--- src/rtl/ifetch_prefetch_buffer.sv ---
// -----------------------------------------------------------------------------
// ifetch_prefetch_buffer
//
// Instruction prefetch queue sitting between the instruction memory port and
// the fetch stage. It runs ahead of the pipeline, issuing sequential word
// fetches. Returned instructions are kept with their PCs in an in-order FIFO
// and handed to fetch over a valid/ready interface. A redirect (branch, jump
// or interrupt) flushes the queue. Responses that are still in flight are
// silently dropped, and fetching restarts at the new PC.
//
// Optional feature macro: IFETCH_PREFETCH_ERR_EN
//   defined   : imem_rsp_err is stored per entry and shown on instr_err.
//               Issuing stops after a faulting word until the next redirect.
//   undefined : imem_rsp_err is ignored and instr_err is tied low.
//               No error storage is built.
//
// Parameters
//   DEPTH           FIFO entries, and the cap on queued plus outstanding
//                   requests (power of two, >= 2)
//   RESET_PC        first fetch address after reset
//   MAX_OUTSTANDING maximum number of un-responded imem requests
//
// Ports
//   clk, rst                      clock, asynchronous active-high reset
//   imem_req_valid/ready/addr     request channel to instruction memory
//   imem_rsp_valid/data/err       in-order response channel
//   redirect, redirect_addr       flush and restart at redirect_addr
//                                 (bits [1:0] of redirect_addr are ignored)
//   instr_valid/ready             head-of-queue handshake to fetch
//   instr, instr_pc,              head instruction, its PC, PC+4,
//   instr_pcPlus4, instr_err      and its fault flag
// -----------------------------------------------------------------------------
module ifetch_prefetch_buffer #(
    parameter int unsigned DEPTH           = 4,
    parameter logic [31:0] RESET_PC        = 32'h0000_0000,
    parameter int unsigned MAX_OUTSTANDING = 2
) (
    input  logic        clk,
    input  logic        rst,
    output logic        imem_req_valid,
    input  logic        imem_req_ready,
    output logic [31:0] imem_req_addr,
    input  logic        imem_rsp_valid,
    input  logic [31:0] imem_rsp_data,
    input  logic        imem_rsp_err,
    input  logic        redirect,
    input  logic [31:0] redirect_addr,
    output logic        instr_valid,
    input  logic        instr_ready,
    output logic [31:0] instr,
    output logic [31:0] instr_pc,
    output logic [31:0] instr_pcPlus4,
    output logic        instr_err
);

    localparam int unsigned PTR_W = $clog2(DEPTH);
    localparam int unsigned CNT_W = PTR_W + 1;
    localparam int unsigned OUT_W = $clog2(MAX_OUTSTANDING + 1);

    // -------------------------------------------------------------------------
    // State
    // -------------------------------------------------------------------------
    logic [31:0]      fetch_pc_reg;     // address of the next request
    logic [31:0]      rsp_pc_reg;       // PC tagged onto the next kept response
    logic [PTR_W-1:0] wr_ptr_reg;
    logic [PTR_W-1:0] rd_ptr_reg;
    logic [CNT_W-1:0] count_reg;
    logic [OUT_W-1:0] outstanding_reg;  // accepted requests not yet answered
    logic [OUT_W-1:0] discard_reg;      // answers still owed to a flushed stream

    logic [31:0] data_mem [DEPTH];
    logic [31:0] pc_mem   [DEPTH];

    // -------------------------------------------------------------------------
    // Combinational control
    // -------------------------------------------------------------------------
    logic [31:0]      redirect_pc;
    logic             credit_ok;
    logic             issue_block;
    logic             req_fire;
    logic             push;
    logic             pop;
    logic             drop;
    logic [CNT_W-1:0] count_next;
    logic [OUT_W-1:0] outstanding_next;
    logic [OUT_W-1:0] discard_next;

    assign redirect_pc = {redirect_addr[31:2], 2'b00};

    // Queued entries plus in-flight requests must never exceed DEPTH. Every
    // response then has a free slot, so no backpressure is needed on the
    // response channel.
    assign credit_ok = ((32'(count_reg) + 32'(outstanding_reg)) < DEPTH) &&
                       (32'(outstanding_reg) < MAX_OUTSTANDING);

    // rst is included so the request line is quiet while reset is held,
    // even though the counters already look "empty" then.
    assign imem_req_valid = !rst && !redirect && credit_ok && !issue_block;
    assign imem_req_addr  = fetch_pc_reg;
    assign req_fire       = imem_req_valid && imem_req_ready;

    // A response is dropped when it belongs to a flushed stream.
    // This includes one arriving in the same cycle as the redirect itself.
    assign drop = imem_rsp_valid && (discard_reg != '0);
    assign push = imem_rsp_valid && !redirect && (discard_reg == '0);

    assign instr_valid = (count_reg != '0);
    assign pop         = instr_valid && instr_ready;

    always_comb begin
        outstanding_next = outstanding_reg;
        if (req_fire && !imem_rsp_valid) begin
            outstanding_next = outstanding_reg + OUT_W'(1);
        end else if (!req_fire && imem_rsp_valid) begin
            outstanding_next = outstanding_reg - OUT_W'(1);
        end
    end

    always_comb begin
        count_next = count_reg;
        if (push && !pop) begin
            count_next = count_reg + CNT_W'(1);
        end else if (!push && pop) begin
            count_next = count_reg - CNT_W'(1);
        end
    end

    // On redirect, every request still in flight after this cycle belongs to
    // the old stream. That count replaces discard rather than adding to it,
    // because the old discard is already part of outstanding. This keeps
    // back-to-back redirects correct.
    always_comb begin
        discard_next = discard_reg;
        if (redirect) begin
            discard_next = outstanding_next;
        end else if (drop) begin
            discard_next = discard_reg - OUT_W'(1);
        end
    end

    // -------------------------------------------------------------------------
    // Control registers
    // -------------------------------------------------------------------------
    always_ff @(posedge clk or posedge rst) begin
        if (rst) begin
            fetch_pc_reg    <= RESET_PC;
            rsp_pc_reg      <= RESET_PC;
            wr_ptr_reg      <= '0;
            rd_ptr_reg      <= '0;
            count_reg       <= '0;
            outstanding_reg <= '0;
            discard_reg     <= '0;
        end else begin
            outstanding_reg <= outstanding_next;
            discard_reg     <= discard_next;
            if (redirect) begin
                fetch_pc_reg <= redirect_pc;
                rsp_pc_reg   <= redirect_pc;
                wr_ptr_reg   <= '0;
                rd_ptr_reg   <= '0;
                count_reg    <= '0;
            end else begin
                count_reg <= count_next;
                if (req_fire) begin
                    fetch_pc_reg <= fetch_pc_reg + 32'd4;   // wraps mod 2^32
                end
                if (push) begin
                    rsp_pc_reg <= rsp_pc_reg + 32'd4;
                    wr_ptr_reg <= wr_ptr_reg + PTR_W'(1);
                end
                if (pop) begin
                    rd_ptr_reg <= rd_ptr_reg + PTR_W'(1);
                end
            end
        end
    end

    // -------------------------------------------------------------------------
    // Entry storage. It needs no reset because the outputs are gated by
    // instr_valid. The head is read combinationally so fetch sees a new entry
    // the cycle after its response arrives.
    // -------------------------------------------------------------------------
    always_ff @(posedge clk) begin
        if (push) begin
            data_mem[wr_ptr_reg] <= imem_rsp_data;
            pc_mem[wr_ptr_reg]   <= rsp_pc_reg;
        end
    end

    assign instr         = instr_valid ? data_mem[rd_ptr_reg] : 32'd0;
    assign instr_pc      = instr_valid ? pc_mem[rd_ptr_reg]   : 32'd0;
    assign instr_pcPlus4 = instr_pc + 32'd4;

    // -------------------------------------------------------------------------
    // Optional fault tracking
    // -------------------------------------------------------------------------
`ifdef IFETCH_PREFETCH_ERR_EN
    logic err_mem [DEPTH];
    logic stop_reg;

    always_ff @(posedge clk) begin
        if (push) begin
            err_mem[wr_ptr_reg] <= imem_rsp_err;
        end
    end

    always_ff @(posedge clk or posedge rst) begin
        if (rst) begin
            stop_reg <= 1'b0;
        end else if (redirect) begin
            stop_reg <= 1'b0;
        end else if (push && imem_rsp_err) begin
            stop_reg <= 1'b1;
        end
    end

    // The incoming faulting response also blocks issue in its own cycle.
    // Without this, a stream with single-cycle latency would still send one
    // request past the faulting address.
    assign issue_block = stop_reg || (push && imem_rsp_err);
    assign instr_err   = instr_valid ? err_mem[rd_ptr_reg] : 1'b0;
`else
    logic unused_rsp_err;
    assign unused_rsp_err = imem_rsp_err;
    assign issue_block    = 1'b0;
    assign instr_err      = 1'b0;
`endif

    // Redirect targets are always treated as word aligned.
    logic unused_addr_lsbs;
    assign unused_addr_lsbs = ^redirect_addr[1:0];

    // -------------------------------------------------------------------------
    // Simulation-only protocol checks
    // -------------------------------------------------------------------------
`ifndef SYNTHESIS
    always_ff @(posedge clk) begin
        if (!rst) begin
            // The credit check should make overflow impossible.
            assert (!(push && !pop && (count_reg == CNT_W'(DEPTH))));
            // A response with nothing outstanding means imem broke ordering.
            assert (!(imem_rsp_valid && (outstanding_reg == '0)));
        end
    end
`endif

endmodule

--- config.mk ---
export PLATFORM = sky130hd
export DESIGN_NAME = ifetch_prefetch_buffer
export DESIGN_NICKNAME = d
export VERILOG_FILES = /design/src/rtl/ifetch_prefetch_buffer.sv
export SDC_FILE = /design/constraint.sdc
export NUM_CORES = 1
export LEC_CHECK = 0
export CAP_MARGIN = 20
export CORE_ASPECT_RATIO = 1.4
export CORE_MARGIN = 2
export CORE_UTILIZATION = 55
export CTS_CLUSTER_DIAMETER = 30
export DETAILED_ROUTE_END_ITERATION = 10
export PLACE_DENSITY = 0.8
export SYNTH_ARGS = -nofsm -noshare
export SYNTH_HDL_FRONTEND = slang
export SYNTH_SLANG_ARGS = --single-unit
--- constraint.sdc ---
create_clock -name clk -period 5.07 [get_ports clk]
set_input_delay 1.014 -clock clk [delete_from_list [all_inputs] [get_ports clk]]
set_output_delay 1.014 -clock clk [all_outputs]
set_load 0.05 [all_outputs]
==> flow_summary_export.csv <==
group,metric,value,unit
cells_and_area,n_antenna_cell,0,
grt,grt_pass1_vias,9073,
routing,wirelength,31600,microns
floorplan,coreArea,25900,sq um
logic_synthesis,synth.distinct_cells,55,
cells_and_area,syn2layout_area_growth,26.1,%
timing,setup_viol,0,
timing,fin_tns_setup,0,ns
logic_synthesis,netlist.area_leader.share,0.519,
timing,fin_crit_sh,0.967,
min_path,worstHoldPathType,"reg -> reg",
logic_synthesis,synth_edf_count,248,
clocking,cts.clk_slew.worst_paths,0.06,ns
power,max-vdd-ir-drop,0.399,mV
timing,hold_violations,0,
grt,grtUsageTotal,0.232,
timing,worst_slew_pin_slew,1.09,ns
logic_synthesis,yosysWarnings,0,
cells_and_area,finalInstanceArea,18100,sq um
clocking,cts_made_buffers,41,
setup_path,end_kind,"output pin",
routing,wl_per_cell,20.2,microns
setup_path,cp_num_cells,7,
floorplan,start_util,0.554,
logic_synthesis,synthTopCellsByArea,"edfxtp_1, dfrtp_1, mux4_2",
routing,dr.first_iter.drc_count,713,
floorplan,pin_count,202,
clocking,cts_sinks,319,
setup_path,cpLargestDelayFamily,"simple AND/OR/NAND/NOR gates",
clocking,cts-root-buf,"clkbuf_16",
setup_path,required,4.06,ns
clocking,h-tree-depth,2,
grt,grt_antenna_before_repair,0,
timing,rsz0062_at_grt,"false",
setup_path,reg2reg_depth,8,
clocking,clock_path_buffers,3,
setup_path,cp_num_buf_inv,2,
routing,dr.pass1.iters,5,
setup_path,crit_fanout,38,
logic_synthesis,ys_ff_latch,319,
power,powerDensity,605,nW/um^2
setup_path,criticalPathCategory,"reg -> out",
grt,grt_max_degree,72,
routing,avgViaCountPerCell,5.87,
routing,drc,0,
logic_synthesis,yosys.area.top_type,"edfxtp_1",
run,max_cap_violations,0,
grt,grt_pass1_wl,49500,microns
timing,slew_headroom,0.272,
setup_path,cp_slowest_cell,"dfrtp_4",
cells_and_area,largest_reg_flops,128,
floorplan,chipHeight,195,microns
floorplan,row_count,70,
cells_and_area,top_regs,"data_mem x128, pc_mem x120",
timing,finClkSkew,0.0225,ns
setup_path,path_cells,"buf_4 -> mux4_2 -> nor3_1 -> or3b_1 -> nor2_1 -> xor2_1 -> dlygate4sd2_1",
setup_path,start_kind,"register",
min_path,holdPathStages,1,
placement,hpwlAfterDp,20700,microns
placement,portBuffers,191,
routing,antenna_left,0,
logic_synthesis,synth_flop_cell,"edfxtp_1",
routing,via_count,9163,
cells_and_area,final-instance-count-excl-fill,1562,
logic_synthesis,syn-cell-area,14400,sq um
logic_synthesis,syn_avg_cell_area,14.4,sq um
clocking,clk_latency,0.54,ns
placement,place_area,16600,sq um
cells_and_area,nNetsFinal,1286,
cells_and_area,drive_gt1_frac,0.156,
timing,finalCriticalPeriod,4.90,ns
placement,placed_cells,1485,
logic_synthesis,ys_seq_area_frac,0.642,
placement,gp_congestion,0.872,
timing,maxSlewViolCount,0,
cells_and_area,top_register,"data_mem",
timing,fmax,204,MHz
grt,gr-total-overflow,0,
power,p_leak,6.34,nW
logic_synthesis,async_flop_share,0.223,
floorplan,die_area,27400,sq um
floorplan,die_w,141,microns
outcome,run_status,"complete, no violations",
setup_path,max_stage_delay,0.62,ns
clocking,cts_tree,"done",
setup_path,cp.arrival,3.89,ns
logic_synthesis,syn_inst,997,
==> what timing repair did <==
action / 4_1_cts / 5_1_grt
endpoints found under the setup margin: 2 / 4
gates resized for setup: 2 / 1
hold buffers: 0 / 0
setup buffers: 0 / 1
pin swaps: 0 / 0
==> final timing paths <==
check,from,to,slack (ns)
worst max-delay path,rd_ptr_reg[1],instr_pcPlus4[17],0.17
min in group asynchronous,rst,imem_req_addr[4],1.20
worst max register to register,discard_reg[0],rsp_pc_reg[25],2.40
max in group asynchronous,rst,rd_ptr_reg[1],3.17
worst min register to register,outstanding_reg[1],outstanding_reg[1],0.55
worst min-delay path,outstanding_reg[1],outstanding_reg[1],0.55
==> layout by cell type, fill, tap and decap left out, drive strengths merged, types with 3 or more instances in the layout <==
master and n:
a21oi 7, a31oi 6, and2 61, and3 23, buf 42, bufinv 4, clkbuf 45, clkdlybuf4s50 168
clkinv 15, clkinvlp 3, conb 7, dfrtp 71, edfxtp 248, ha 9, inv 38, mux2 4
mux2i 5, mux4 65, nand2 95, nand3 51, nand3b 5, nand4 21, nor2 41, nor2b 3
nor3 18, nor4 4, o211ai 14, o21ai 53, o311ai 15, or3 3, or4 3, xnor2 38
xor2 32
==> cells by family (layout without fill, tap and decap cells) <==
family,Yosys count,after routing,synth area share
buffers and inverters,81,316,0.0269
XOR/XNOR,70,70,0.0427
AND/OR/NAND/NOR,335,335,0.119
multiplexers,74,74,0.111
AO/OA/AOI/OAI,107,107,0.0478
adder cells (fa/ha/maj),10,10,0.00923
other,1,7,0.000261
flip-flops,319,319,0.642
==> per-stage QoR <==
step | utilization | power (mW) | hold WS [ns] | worst slack, ns
6_report | 0.699 | 10.9 | 0.546 | 0.167
5_1_grt | 0.699 | 11.3 | 0.558 | 0.0214
4_1_cts | 0.698 | 11.0 | 0.541 | 0.138
3_5_place_dp | 0.641 | 8.01 | 0.533 | 0.484
3_3_place_gp | 0.641 | 7.95 | 0.527 | 0.526
2_1_floorplan | - | 6.52 | 0.493 | 0.0101
==> report_power, final <==
group | switching, mW | total (mW) | internal (mW)
Combinational | 3.08 | 4.74 | 1.67
Clock | 1.18 | 2.99 | 1.81
Sequential | 0.189 | 3.22 | 3.03
Total | 4.44 | 10.9 | 6.51
==> cell usage after synthesis (all sizes together), types with 2 or more instances <==
master / number
a2111oi: 2
a211oi: 2
a21oi: 7
a221oi: 2
a31oi: 6
and2: 61
and3: 23
buf: 28
clkbuf: 24
dfrtp: 71
edfxtp: 248
ha: 9
inv: 28
mux2: 4
mux2i: 5
mux4: 65
nand2: 95
nand2b: 2
nand3: 51
nand3b: 5
nand4: 21
nor2: 41
nor2b: 3
nor3: 18
nor4: 4
o211ai: 14
o21ai: 53
o311ai: 15
or2: 2
or3: 3
or3b: 2
or4: 3
xnor2: 38
xor2: 32
==> layer usage <==
layer / track usage / wire, microns
met5: 0 / 0
met4: 0.0915 / 1020
met3: 0.0336 / 1810
met2: 0.399 / 16000
met1: 0.302 / 12700
==> area by class of cell <==
class,count,area [sq um]
Tap cell,324,405
Clock buffer,45,1080
Fill cell,1705,7820
Multi-Input combinational cell,603,4810
Inverter,29,114
Sequential cell,319,9230
Timing Repair Buffer,211,2090
Clock inverter,31,375
(Power assumes the default switching activity.)
